==> src/rtl/layer_fx_ctrl.sv <==
// layer_fx_ctrl: frame-synchronous sequencer for the compositor layer and
// overlay enables. Event pulses are latched during a frame and take effect
// only on frame_tick, so no layer changes while a frame is being scanned out.
// Also runs the attack overlay show/cooldown FSM and the hit-blink sequencer.
module layer_fx_ctrl #(
    parameter int ATTACK_FRAMES   = 8,
    parameter int COOLDOWN_FRAMES = 16,
    parameter int HIT_FRAMES      = 60,
    parameter int BLINK_PERIOD    = 4
) (
    input  logic clk,
    input  logic rst,
    input  logic frame_tick,
    input  logic sp_toggle,
    input  logic attack_req,
    input  logic player_hit,
    output logic display_sp,
    output logic attack_en,
    output logic attack_busy,
    output logic player_visible,
    output logic invuln
);

    localparam int ATK_MAX = (ATTACK_FRAMES > COOLDOWN_FRAMES) ? ATTACK_FRAMES : COOLDOWN_FRAMES;
    localparam int ATK_W   = (ATK_MAX > 1) ? $clog2(ATK_MAX) : 1;
    localparam int HIT_W   = $clog2(HIT_FRAMES + 1);
    localparam int BLINK_W = (BLINK_PERIOD > 1) ? $clog2(BLINK_PERIOD) : 1;

    localparam logic [ATK_W-1:0]   ATK_SHOW_LOAD = ATK_W'(ATTACK_FRAMES - 1);
    localparam logic [ATK_W-1:0]   ATK_COOL_LOAD = ATK_W'(COOLDOWN_FRAMES - 1);
    localparam logic [HIT_W-1:0]   HIT_LOAD      = HIT_W'(HIT_FRAMES);
    localparam logic [BLINK_W-1:0] BLINK_LAST    = BLINK_W'(BLINK_PERIOD - 1);

    typedef enum logic [1:0] {
        ATK_IDLE,
        ATK_SHOW,
        ATK_COOL
    } atk_state_e;

    atk_state_e         atkState_q,  atkState_d;
    logic [ATK_W-1:0]   atkCnt_q,    atkCnt_d;
    logic               attackEn_q,  attackEn_d;
    logic [HIT_W-1:0]   hitCnt_q,    hitCnt_d;
    logic [BLINK_W-1:0] blinkCnt_q,  blinkCnt_d;
    logic               visible_q,   visible_d;
    logic               invuln_q,    invuln_d;
    logic               displaySp_q, displaySp_d;
    logic               spPend_q,    spPend_d;
    logic               atkPend_q,   atkPend_d;
    logic               hitPend_q,   hitPend_d;

    // A pulse arriving on the tick cycle itself still counts for that frame
    logic spReq;
    logic atkReq;
    logic hitReq;

    assign spReq  = spPend_q  | sp_toggle;
    assign atkReq = atkPend_q | attack_req;
    assign hitReq = hitPend_q | player_hit;

    // Next-state logic: pending latches between ticks, sequencers on ticks
    always_comb begin
        atkState_d  = atkState_q;
        atkCnt_d    = atkCnt_q;
        attackEn_d  = attackEn_q;
        hitCnt_d    = hitCnt_q;
        blinkCnt_d  = blinkCnt_q;
        visible_d   = visible_q;
        invuln_d    = invuln_q;
        displaySp_d = displaySp_q;
        spPend_d    = spPend_q;
        atkPend_d   = atkPend_q;
        hitPend_d   = hitPend_q;

        if (frame_tick) begin
            spPend_d  = 1'b0;
            atkPend_d = 1'b0;
            hitPend_d = 1'b0;

            if (spReq) begin
                displaySp_d = ~displaySp_q;
            end

            case (atkState_q)
                ATK_IDLE: begin
                    if (atkReq) begin
                        atkState_d = ATK_SHOW;
                        atkCnt_d   = ATK_SHOW_LOAD;
                        attackEn_d = 1'b1;
                    end
                end
                ATK_SHOW: begin
                    if (atkCnt_q == '0) begin
                        atkState_d = ATK_COOL;
                        atkCnt_d   = ATK_COOL_LOAD;
                        attackEn_d = 1'b0;
                    end else begin
                        atkCnt_d = atkCnt_q - ATK_W'(1);
                    end
                end
                ATK_COOL: begin
                    if (atkCnt_q == '0) begin
                        atkState_d = ATK_IDLE;
                    end else begin
                        atkCnt_d = atkCnt_q - ATK_W'(1);
                    end
                end
                default: begin
                    atkState_d = ATK_IDLE;
                    atkCnt_d   = '0;
                    attackEn_d = 1'b0;
                end
            endcase

            if (hitReq) begin
                hitCnt_d   = HIT_LOAD;
                blinkCnt_d = '0;
                visible_d  = 1'b0;
                invuln_d   = 1'b1;
            end else if (hitCnt_q > HIT_W'(1)) begin
                hitCnt_d = hitCnt_q - HIT_W'(1);
                if (blinkCnt_q == BLINK_LAST) begin
                    blinkCnt_d = '0;
                    visible_d  = ~visible_q;
                end else begin
                    blinkCnt_d = blinkCnt_q + BLINK_W'(1);
                end
            end else if (hitCnt_q == HIT_W'(1)) begin
                hitCnt_d   = '0;
                blinkCnt_d = '0;
                visible_d  = 1'b1;
                invuln_d   = 1'b0;
            end
        end else begin
            spPend_d  = spPend_q ^ sp_toggle;
            atkPend_d = atkPend_q | attack_req;
            hitPend_d = hitPend_q | player_hit;
        end
    end

    // State register; reset aborts any running sequence immediately
    always_ff @(posedge clk) begin
        if (rst) begin
            atkState_q  <= ATK_IDLE;
            atkCnt_q    <= '0;
            attackEn_q  <= 1'b0;
            hitCnt_q    <= '0;
            blinkCnt_q  <= '0;
            visible_q   <= 1'b1;
            invuln_q    <= 1'b0;
            displaySp_q <= 1'b0;
            spPend_q    <= 1'b0;
            atkPend_q   <= 1'b0;
            hitPend_q   <= 1'b0;
        end else begin
            atkState_q  <= atkState_d;
            atkCnt_q    <= atkCnt_d;
            attackEn_q  <= attackEn_d;
            hitCnt_q    <= hitCnt_d;
            blinkCnt_q  <= blinkCnt_d;
            visible_q   <= visible_d;
            invuln_q    <= invuln_d;
            displaySp_q <= displaySp_d;
            spPend_q    <= spPend_d;
            atkPend_q   <= atkPend_d;
            hitPend_q   <= hitPend_d;
        end
    end

    assign display_sp     = displaySp_q;
    assign attack_en      = attackEn_q;
    assign attack_busy    = (atkState_q != ATK_IDLE);
    assign player_visible = visible_q;
    assign invuln         = invuln_q;

endmodule

==> config.mk <==
export PLATFORM = sky130hd
export DESIGN_NAME = layer_fx_ctrl
export DESIGN_NICKNAME = d
export VERILOG_FILES = /design/src/rtl/layer_fx_ctrl.sv
export SDC_FILE = /design/constraint.sdc
export NUM_CORES = 1
export LEC_CHECK = 0
export BUFFER_PORTS_ARGS = -buffer_cell sky130_fd_sc_hd__buf_2
export CAP_MARGIN = 30
export CORE_ASPECT_RATIO = 0.7
export CORE_UTILIZATION = 25
export CTS_CLUSTER_SIZE = 14
export DETAILED_ROUTE_END_ITERATION = 10
export RECOVER_POWER = 100
export SKIP_LAST_GASP = 1
export SYNTH_ARGS = -nofsm -noshare
export SYNTH_HDL_FRONTEND = slang
export SYNTH_SLANG_ARGS = --single-unit
==> constraint.sdc <==
create_clock -name clk -period 2.46 [get_ports clk]
set_input_delay 0.123 -clock clk [delete_from_list [all_inputs] [get_ports clk]]
set_output_delay 0.123 -clock clk [all_outputs]
set_load 0.03 [all_outputs]
==> Word level (Yosys, flattened, before mapping) <==
Cells that the tools add are included.
{ "op_classes": {"mux": 25, "div_mod_pow": 0, "add_sub_neg": 3, "magnitude_cmp": 1, "reduce_logical": 13, "n_shift": 0, "multipliers": 0, "eq_ne": 10, "n_bitwise": 7} }
{ "op_table": {"columns": ["operator", "n"], "rows": [
  ["$mux W6", 3],
  ["$mux W2", 7],
  ["$mux W4", 3],
  ["$pmux W4 S3", 1],
  ["$ne A2 B2 Y1 const B", 5],
  ["$mux W1", 9],
  ["$reduce_and A3 Y1", 3],
  ["$reduce_and A4 Y1", 2],
  ["$eq A6 B1 Y1 const B", 1],
  ["$gt A6 B1 Y1 const B", 1],
  ["$pmux W2 S3", 1],
  ["$sub A6 B1 Y6 const B", 1],
  ["$eq A2 B2 Y1 const B", 2],
  ["$logic_not A4 Y1", 1],
  ["$reduce_and A2 Y1", 2],
  ["$reduce_bool A2 Y1", 2],
  ["$sub A4 B1 Y4 const B", 1],
  ["$ne A3 B2 Y1 const B", 1],
  ["$not A1 Y1", 3],
  ["$or A1 B1 Y1", 3],
  ["$pmux W1 S3", 1],
  ["$reduce_bool A3 Y1", 1],
  ["$add A2 B1 Y2 const B", 1],
  ["$eq A2 B1 Y1 const B", 1],
  ["other kinds (3)", 3]
]} }
{ "word_totals": {"ff_bits": 21, "n_memories": 0, "latch_bits": 0, "ramBits": 0, "word_cells": 70, "output_inout_bits": 5, "romBits": 0} }

==> Depth between registers and ports, before layout <==
Gate-level depths: netlist of the first run.
{ "depth": {"word_depth": 4, "mapped_depth": 7} }

==> Worst setup path before layout of the first run <==
OpenSTA, ideal clock, no wires.
{ "synth_timing": {"kind": "reg2reg", "from": "register hitCnt_q[0]", "to": "register hitCnt_q[1]", "arrival_time_ps": 1652, "stages_incl_launch_ff": 7, "period_less_slack_ps": 1723, "required_ps": 2389, "path_buffers": 0, "setup_time_ps": 71, "setup_slack_ps": 737, "path_cell_list": "dfxtp_1 -> inv_1 -> ha_1 -> inv_1 -> o41ai_4 -> or4_2 -> a21oi_1"} }
{ "synth_between": {"elab_chain_len": 3, "elab_cells_between_ends": 7, "cone_classes": "1 x add/sub; 1 x order compare; 1 x eq/ne; 2 x mux; 2 x reduce/logical"} }
{ "synth_rtl": {"columns": ["element", "line_no", "text"], "rows": [
  ["from (decl)", "43", "logic [HIT_W-1:0] hitCnt_q, hitCnt_d;"],
  ["from (signal assigned)", "159", "hitCnt_q <= hitCnt_d;"],
  ["$sub A6 B1 Y6, or another cell as far along", "121", "hitCnt_d = hitCnt_q - HIT_W'(1);"],
  ["$mux W6 or $reduce_bool A3 Y1 (tied branches)", null, null],
  ["$mux W6 or $reduce_and A2 Y1 (tied branches)", null, null]
]} }
Parallel ways exist; a longest one is shown, timed or not.
A chain may end at the register's enable or synchronous reset.

==> Worst setup path after layout of the first run <==
{ "layout_timing": {"from": "register hitCnt_q[4]", "to": "register hitCnt_q[3]"} }
{ "layout_between": {"elab_chain_len": 3, "elab_cells_between_ends": 6, "cone_classes": "1 x order compare; 1 x eq/ne; 2 x mux; 2 x reduce/logical"} }
{ "layout_rtl": {"columns": ["element", "line_no"], "rows": [
  ["$gt A6 B1 Y1 or $eq A6 B1 Y1 (tied branches)", "120, 128"],
  ["$reduce_bool A3 Y1 (no source line) or $mux W6 (tied branches)", null],
  ["$reduce_and A2 Y1 (no source line) or $mux W6 (tied branches)", null]
]} }
Parallel ways exist; a longest one is shown, timed or not.

==> out/qor.txt, run 1 <==
status = finished clean
Area Overhead vs Synth = 9.78%
cts hold-fix bufs = 0
final WL = 2.71 mm
CTS H-tree depth = 1
crit path max-delay cell type = or4_1
Filler Cell Count = 468
CP Cell Sequence = or4_1, o41ai_4, o21ai_0, a21oi_2
GR Util All Layers = 0.112
layout cells sized above 1 = 0.134
RSZ-0062 raised after global routing = false
largest family of logic cells by synthesized area = compound AO/OA/AOI/OAI gates
crit path max fanout = 11
startpoint types = register
Synth top area share = 0.350
synthesized area per cell = 8.02 sq um
mux cell area share after synthesis = 0
Synth top cells by count = 21 x dfxtp_1, 18 x a21oi_1, 15 x nor2_1
number of flops mapped to enable cells by yosys = 0
Synth Area in Compound Gates = 0.280
Post-Synth Adder-Cell Area = 0.0520
fin util = 0.295
ANT cells = 0
crit path time final = 2.07 ns
Worst Max-Slew Pin Slew = 0.621 ns
post-route ant nets = 0
Relative slew margins = 0.585
arrival time worst endpoint = 2.27 ns
setup TNS = 0 ns
Worst setup EP type = register
mapped cell area = 1200 sq um
Crit path required time = 2.66 ns
wire per inst = 12.8 um
Clock Path Buffers = 2
Sink Count = 21
Peak VDD IR = 0.305 mV
Placer Congestion = 0.820
top cell type by total area after synthesis = dfxtp_1
Max stage delay on crit path = 0.63 ns
most numerous cell in the Yosys netlist = dfxtp_1
worst skew pair latency = 0.26 ns
MaxCap Viol Count = 0
multi-input logic area = 691 sq um
DRC = 0
Leakage = 0.492 nW
Post-CTS Resized = 0
synth warn = 0
IO Count = 11
nets@finish = 169
Synth Area in Simple Gates = 0.238
row cnt = 20
Max Clock Freq = 482 MHz
Remaining Overflow, GRT = 0
die height = 60.0 um
DR pass1 iterations = 4
core area = 4480 sq um
Yosys cell types = 38
antenna violations before repair = 0
Seq/Total Area, Yosys = 0.350
CTS tree = built
die width = 84.9 um
Worst Path Class, Setup = register to register
vias in the first global route = 916
Sequential cell area = 420 sq um
postcts setup bufs = 0
Inserted Clock Buffers = 3
Buf/Inv on CP = 0
largest delay contributor family on the critical path = compound AO/OA/AOI/OAI gates
Main synth FF type = dfxtp_1
top post-synthesis cells by area = dfxtp_1 35%, a21oi_1 7.5%, ha_1 5.2%
count of input and output buffers = 10
#FFs+latches synth = 21
XOR/XNOR Fraction of Synth Area = 0.00728
final count of hold timing violations = 0
vias per cell = 5.24
clock slew at reported path FFs = 0.08 ns
Setup Viol. Count Final = 0
asr flop ratio synth = 0
clk_skew = 0.00244 ns
routed vias = 1111
Initial Util = 0.268
Slew Viols, Final = 0
Total Die Area = 5100 sq um
global-route wire length before repair = 4.44 mm
largest net degree at the start of global routing = 25
Mapped Nets = 161
CTS Root Cell = clkbuf_8
PwrDens = 666 nW/um^2
DR iter-0 viols = 64
Hold Path Class = input port to register
HPWL after DPL = 1.89 mm
period utilisation layout = 0.843
Cells after Synth = 150
[metal layers]
| metal | track usage | wire length [um] |
|---|---|---|
| met2 | 0.153 | 1040 |
| met3 | 0.0401 | 197 |
| met1 | 0.166 | 1450 |
| met4 | 0.0266 | 24 |
| met5 | 0 | 0 |
[through the flow]
step / instances / total power, W / area (sq um) / setup WS, ns / hold WS [ns]
CTS: 212 / 0.000895 / 1340 / 0.492 / 0.143
finish: 212 / 0.000879 / 1320 / 0.386 / 0.147
detailed placement: 208 / 0.000662 / 1290 / 0.511 / 0.422
floorplan: 150 / 0.000604 / 1200 / 0.737 / 0.285
global placement: 208 / 0.000663 / 1290 / 0.563 / 0.408
global route: 212 / 0.000938 / 1320 / 0.262 / 0.192
[flip-flops by register name, indices dropped and copies added (netlist names)]
name and count:
display_sp 1, player_visible 1, hitPend_q 1, atkPend_q 1, hitCnt_q 6, invuln 1
blinkCnt_q 2, attack_en 1, atkState_q 2, atkCnt_q 4, spPend_q 1
[area by class of cell]
cell class / instances / share of cell area
clock inverters: 1 / 0.00379
inverters: 9 / 0.0256
multi-input cells: 110 / 0.523
clock buffers: 3 / 0.0313
flip-flops and latches: 21 / 0.318
well taps: 55 / 0.0521
repair buffers: 13 / 0.0455
[cell usage in the layout (no fill, tap or decap), types with 3 or more instances in the layout]
cell type	Yosys	final
dfxtp_1	21	21
a21oi_1	18	18
nor2_1	15	15
nand2_1	12	12
o21ai_0	7	10
inv_1	9	9
nor3_1	6	6
a22oi_1	6	6
buf_2	1	6
clkbuf_1	7	6
ha_1	5	5
nand4_1	4	4
or2_2	3	3
nor4_1	3	3
clkbuf_8	0	3
[worst reg2reg max path: stages (launching register included)]
cell	delay [ns]
dfxtp_1	0.35
or4_1	0.63
o41ai_4	0.63
o21ai_0	0.24
a21oi_2	0.16
[final timing paths]
path / start / end / slack (ns) / depth (start not counted)
max: hitCnt_q[4] / hitCnt_q[3] / 0.39 / 4
max reg2reg: hitCnt_q[4] / hitCnt_q[3] / 0.39 / 4
min: attack_req / atkPend_q / 0.15 / 3
min reg2reg: blinkCnt_q[1] / blinkCnt_q[1] / 0.47 / 2
[logic make-up after synthesis]
group           after synthesis
simple gates                 55
compound gates               49
flops                        21
buf+inv                      19
fa+ha+maj                     5
xor+xnor                      1
[power by group]
part	internal (W)	total [W]	switching [W]
Combinational	0.0000930	0.000246	0.000153
Clock	0.000113	0.000230	0.000117
Sequential	0.000369	0.000403	0.0000338
No activity file was read; power rests on OpenSTA's default activity.
==> run 2: changes to the inputs <==
==> constraint.sdc (replaced) <==
create_clock -name clk -period 1.8 [get_ports clk]
set_input_delay 0.09 -clock clk [delete_from_list [all_inputs] [get_ports clk]]
set_output_delay 0.09 -clock clk [all_outputs]
set_load 0.03 [all_outputs]
==> run 2 against run 1 <==
Against the previous run: clock power is 35% higher; sequential share of layout area is 2.4 points lower; combinational power is 63% higher; die area stayed put; wire length is 1.9% higher; utilization is 2.7 points higher; maximum frequency is 17% higher; critical path depth is 3 higher; worst setup slack worse by 0.36 ns; design area is 9.2% higher; sequential power is 32% higher; via count is 0.54% higher.
==> out/qor.txt, run 2 (synthesized netlist as in run 1, its figures left out) <==
Buf/Inv on CP = 3 (was 0)
largest net degree at the start of global routing = 25 (unchanged)
Fin Hold WS = 0.117 ns (was 0.147 ns)
Setup Viol. Count Final = 0 (unchanged)
Max stage delay on crit path = 0.60 ns (was 0.63 ns)
post-route ant nets = 0 (unchanged)
hold path depth = 3 (unchanged)
Relative slew margins = 0.639 (was 0.585)
Inserted Clock Buffers = 3 (unchanged)
startpoint of the worst hold path = attack_req (unchanged)
final count of hold timing violations = 0 (unchanged)
Slew Viols, Final = 0 (unchanged)
status = finished clean (unchanged)
CTS Root Cell = clkbuf_8 (unchanged)
DR pass1 iterations = 4 (unchanged)
core area = 4480 sq um (unchanged)
PwrDens = 864 nW/um^2 (was 666 nW/um^2)
cell count of the worst reg-to-reg path = 7 (was 4)
Leakage = 0.563 nW (was 0.492 nW)
final WL = 2.76 mm (was 2.71 mm)
worst skew pair latency = 0.26 ns (about the same)
most frequent cells in the layout = 20 x dfxtp_1, 18 x a21oi_1, 16 x buf_4 (was 21 x dfxtp_1, 18 x a21oi_1, 15 x nor2_1)
Hold Path Class = input port to register (unchanged)
Crit path required time = 1.99 ns (was 2.66 ns)
die width = 84.9 um (unchanged)
postcts setup bufs = 0 (unchanged)
vias in the first global route = 998 (was 916)
Sink Count = 21 (unchanged)
ANT cells = 0 (unchanged)
global-route wire length before repair = 4.85 mm (was 4.44 mm)
IO Count = 11 (unchanged)
crit path time final = 1.78 ns (was 2.07 ns)
layout cells sized above 1 = 0.208 (was 0.134)
routed vias = 1117 (was 1111)
Worst Path Class, Setup = register to register (unchanged)
Worst R2R Start = hitCnt_q[0] (was hitCnt_q[4])
Post-Place Worst Slack = -0.0445 ns (was 0.511 ns)
Area Overhead vs Synth = 19.9% (was 9.78%)
antenna violations before repair = 0 (unchanged)
vias per cell = 4.90 (was 5.24)
crit path max fanout = 6 (was 11)
MaxCap Viol Count = 0 (unchanged)
Top reg by flops = hitCnt_q (unchanged)
CTS H-tree depth = 1 (unchanged)
Filler Cell Count = 464 (was 468)
Placer Congestion = 0.804 (was 0.820)
Worst setup EP type = register (unchanged)
RSZ-0062 raised after global routing = true (was false)
Clock Path Buffers = 2 (unchanged)
count of input and output buffers = 10 (unchanged)
dpl cells = 224 (was 208)
startpoint types = register (unchanged)
fin util = 0.322 (was 0.295)
DRC = 0 (unchanged)
Final Power = 0.00125 W (was 0.000879 W)
GR Util All Layers = 0.122 (was 0.112)
Max Clock Freq = 563 MHz (was 482 MHz)
Worst Max-Slew Pin Slew = 0.540 ns (was 0.621 ns)
Largest register FFs = 6 (unchanged)
wire per inst = 12.1 um (was 12.8 um)
non-filler cells, final = 228 (was 212)
R2R Path End = hitCnt_q[1] (was hitCnt_q[3])
clk_skew = 0.00272 ns (was 0.00244 ns)
Peak VDD IR = 0.348 mV (was 0.305 mV)
Total Die Area = 5100 sq um (unchanged)
largest delay contributor family on the critical path = simple AND/OR/NAND/NOR gates (was compound AO/OA/AOI/OAI gates)
arrival time worst endpoint = 1.97 ns (was 2.27 ns)
Initial Util = 0.268 (unchanged)
CTS tree = built (unchanged)
DR iter-0 viols = 106 (was 64)
HPWL after DPL = 2.00 mm (was 1.89 mm)
hold endpoint = atkPend_q (unchanged)
largest registers = hitCnt_q (6), atkCnt_q (4) (unchanged)
setup ws final = 0.0234 ns (was 0.386 ns)
crit path max-delay cell type = or4_2 (was or4_1)
reg-to-reg slack, setup = 0.02 ns (was 0.39 ns)
die height = 60.0 um (unchanged)
row cnt = 20 (unchanged)
nets@finish = 185 (was 169)
Remaining Overflow, GRT = 0 (unchanged)
CP Cell Sequence = inv_1, ha_1, inv_2, o41ai_4, buf_4, or4_2, a21oi_1 (was or4_1, o41ai_4, o21ai_0, a21oi_2)
commonest non-fill, non-tap cell in the layout = dfxtp_1 (unchanged)
clock slew at reported path FFs = 0.07 ns (was 0.08 ns)
period utilisation layout = 0.987 (was 0.843)
-- run 2: cell types whose count changed in the layout (fill, tap and decap cells not counted), moves of 3 or more --
cell,delta
buf_4,+15
clkbuf_1,+3
o21ai_0,-3
o21ai_1,+3
-- run 2: worst max path at each step --
| stage | from | endpoint | slack [ns] | depth (start not counted) |
|---|---|---|---|---|
| finish | hitCnt_q[0] | hitCnt_q[1] | 0.02 | 7 |
| global route | hitCnt_q[0] | hitCnt_q[1] | -0.07 | 7 |
| CTS | hitCnt_q[0] | hitCnt_q[1] | 0.01 | 7 |
| detailed placement | hitCnt_q[0] | hitCnt_q[1] | -0.04 | 7 |
| global placement | hitCnt_q[0] | hitCnt_q[1] | 0.002 | 7 |
| floorplan | hitCnt_q[0] | hitCnt_q[1] | 0.08 | 6 |
-- run 2: final cells by class --
type,instances,area [sq um],area share
clock buffers,4,45.0,0.0313
multi-input cells,110,694,0.482
inverters,9,33.8,0.0234
repair buffers,29,175,0.122
well taps,55,68.8,0.0477
flip-flops and latches,21,424,0.294
-- run 2: repair_timing --
action                                  in CTS  in global routing
hold buffers                                 0                  0
resized for setup                            2                  2
endpoints found under the setup margin       1                  2
-- run 2: per-layer routing --
| layer | track usage | vias to the layer above | wire, um |
|---|---|---|---|
| met5 | 0 | - | 0 |
| met4 | 0.0436 | 0 | 34 |
| met3 | 0.0249 | 4 | 77 |
| met2 | 0.166 | 17 | 1050 |
| met1 | 0.185 | 505 | 1600 |
| li1 | - | 591 | - |
-- run 2: report_power, final --
group / switching, W / total, W / internal (W)
Combinational: 0.000234 / 0.000402 / 0.000168
Clock: 0.000152 / 0.000310 / 0.000158
Sequential: 0.0000287 / 0.000533 / 0.000505
Total: 0.000414 / 0.00125 / 0.000831
-- run 2: worst min-delay path, cell delays in order --
cell and delay (ns):
buf_2 0.11, nor2_1 0.09, nor3_1 0.04
-- run 2: metrics by stage --
stage	area [sq um]	TNS, ns
3_3_place_gp	1410	0
3_5_place_dp	1410	-0.0445
4_1_cts	1460	0
2_1_floorplan	1200	0
6_report	1440	0
5_1_grt	1440	-0.0881
==> run 3: changes to the inputs <==
==> constraint.sdc (replaced) <==
create_clock -name clk -period 1.8 [get_ports clk]
set_input_delay 0.09 -clock clk [delete_from_list [all_inputs] [get_ports clk]]
set_output_delay 0.09 -clock clk [all_outputs]
set_load 0.01 [all_outputs]
==> run 3 against run 2 <==
Against the previous run: register-to-register slack about the same; critical path depth unchanged; cell count unchanged; combinational power decreased by 5%; total power decreased by 1.5%; sequential power about the same; clock skew about the same; critical path type unchanged.
==> out/qor.txt, run 3 (synthesized netlist as in run 1, its figures left out) <==
status = finished clean (unchanged)
worst skew pair latency = 0.26 ns (about the same)
Crit path required time = 1.99 ns (about the same)
MaxCap Viol Count = 0 (unchanged)
grt met3 use = 0.0249 (unchanged)
antenna violations before repair = 0 (unchanged)
GR Util All Layers = 0.122 (unchanged)
post-route ant nets = 0 (unchanged)
DRC = 0 (unchanged)
CTS H-tree depth = 1 (unchanged)
design area = 1440 sq um (about the same)
clk_skew = 0.00227 ns (was 0.00272 ns)
PwrDens = 852 nW/um^2 (was 864 nW/um^2)
Max Clock Freq = 563 MHz (about the same)
Final Power = 0.00123 W (was 0.00125 W)
switching pwr = 0.000396 W (was 0.000414 W)
Sequential cell area = 424 sq um (unchanged)
vias per cell = 4.87 (was 4.90)
Remaining Overflow, GRT = 0 (unchanged)
fin util = 0.322 (about the same)
reg-to-reg slack, setup = 0.02 ns (about the same)
Internal Pwr Total = 0.000831 W (about the same)
largest net degree at the start of global routing = 25 (unchanged)
die width = 84.9 um (unchanged)
Filler Cell Count = 467 (was 464)
crit path from = hitCnt_q[0] (unchanged)
cts hold-fix bufs = 0 (unchanged)
non-filler cells, final = 228 (unchanged)
commonest non-fill, non-tap cell in the layout = dfxtp_1 (unchanged)
Relative slew margins = 0.640 (was 0.639)
Hold Path Class = input port to register (unchanged)
busiest grt layer = met1 (unchanged)
IO Count = 11 (unchanged)
sw frac = 0.323 (was 0.333)
Setup Viol. Count Final = 0 (unchanged)
die height = 60.0 um (unchanged)
final WL = 2.77 mm (was 2.76 mm)
startpoint types = register (unchanged)
routed vias = 1110 (was 1117)
wire per inst = 12.2 um (was 12.1 um)
part of the power in the clock network = 0.253 (was 0.249)
Worst Path Class, Setup = register to register (unchanged)
row cnt = 20 (unchanged)
ANT cells = 0 (unchanged)
met2 Resource Use GR = 0.166 (unchanged)
part of the power in registers = 0.435 (was 0.428)
Worst R2R Start = hitCnt_q[0] (unchanged)
Largest register FFs = 6 (unchanged)
layout cells sized above 1 = 0.214 (was 0.208)
core area = 4480 sq um (unchanged)
Leakage = 0.565 nW (was 0.563 nW)
Initial Util = 0.268 (unchanged)
Total Die Area = 5100 sq um (unchanged)
startpoint of the worst hold path = attack_req (unchanged)
HPWL after DPL = 2.00 mm (unchanged)
Worst Max-Slew Pin Slew = 0.537 ns (was 0.540 ns)
multi-input logic area = 694 sq um (unchanged)
largest registers = hitCnt_q (6), atkCnt_q (4) (unchanged)
Comb power frac = 0.313 (was 0.323)
Inserted Clock Buffers = 3 (unchanged)
met1 GRT Util = 0.185 (unchanged)
Top reg by flops = hitCnt_q (unchanged)
nets@finish = 185 (unchanged)
count of input and output buffers = 10 (unchanged)
Slew Viols, Final = 0 (unchanged)
global-route wire length before repair = 4.85 mm (unchanged)
Area Overhead vs Synth = 19.8% (was 19.9%)
arrival time worst endpoint = 1.97 ns (about the same)
Placer Congestion = 0.804 (unchanged)
crit path time final = 1.78 ns (about the same)
most frequent cells in the layout = 20 x dfxtp_1, 18 x a21oi_1, 15 x nor2_1, 15 x buf_4, 12 x nand2_1 (was 20 x dfxtp_1, 18 x a21oi_1, 16 x buf_4)
Peak VDD IR = 0.328 mV (was 0.348 mV)
clock slew at reported path FFs = 0.07 ns (about the same)
Clock Path Buffers = 2 (unchanged)
RSZ-0062 raised after global routing = true (unchanged)
DR pass1 iterations = 4 (unchanged)
crit path max fanout = 6 (unchanged)
CTS Root Cell = clkbuf_8 (unchanged)
dpl cells = 224 (unchanged)
postcts setup bufs = 0 (unchanged)
DR iter-0 viols = 97 (was 106)
vias in the first global route = 998 (unchanged)
Worst setup EP type = register (unchanged)
period utilisation layout = 0.987 (about the same)
Sink Count = 21 (unchanged)
CTS tree = built (unchanged)
dpl cell area = 1410 sq um (unchanged)
Fin Hold WS = 0.117 ns (about the same)
final count of hold timing violations = 0 (unchanged)
==> run 3: final timing paths <==
check / end / cells past startpoint
worst min-delay path: atkPend_q / 3
worst max-delay path: hitCnt_q[1] / 7
worst max register to register: hitCnt_q[1] / 7
worst min register to register: blinkCnt_q[1] / 2
==> run 3: repair_timing <==
| item | CTS | global route |
|---|---|---|
| pin swaps | 0 | 0 |
| setup endpoints to repair | 1 | 2 |
| resized for setup | 2 | 2 |
==> run 3: layout make-up <==
type                       instances  area share
clock buffer                       4      0.0313
tap                               55      0.0478
sequential                        21       0.295
multi-input combinational        110       0.482
timing repair buffer              29       0.121
inverter                           9      0.0235
==> run 3: per-layer routing <==
metal,part of all wire,vias up,wire [um]
met2,0.37,17,1040
met5,0,-,0
met4,0.012,0,34
met1,0.59,497,1630
met3,0.027,4,76
li1,-,592,-
==> run 3: critical path, cell delays in order, from the launching register on <==
cell     delay (ns)
dfxtp_4        0.36
inv_1          0.05
ha_1           0.21
inv_2          0.08
o41ai_4        0.08
buf_4          0.16
or4_2          0.60
a21oi_1        0.15
==> run 3: power groups by stage <==
stage	combinational, W	sequential, W	clock (W)
3_3_place_gp	0.000393	0.000543	0
3_5_place_dp	0.000391	0.000544	0
4_1_cts	0.000394	0.000534	0.000323
5_1_grt	0.000433	0.000540	0.000346
2_1_floorplan	0.000254	0.000551	0
6_report	0.000383	0.000533	0.000310
==> run 3: through the flow <==
stage	worst slack [ns]	TNS (ns)
2_1_floorplan	0.0773	0
3_3_place_gp	0.00193	0
3_5_place_dp	-0.0445	-0.0445
4_1_cts	0.0142	0
5_1_grt	-0.0664	-0.0894
6_report	0.0235	0
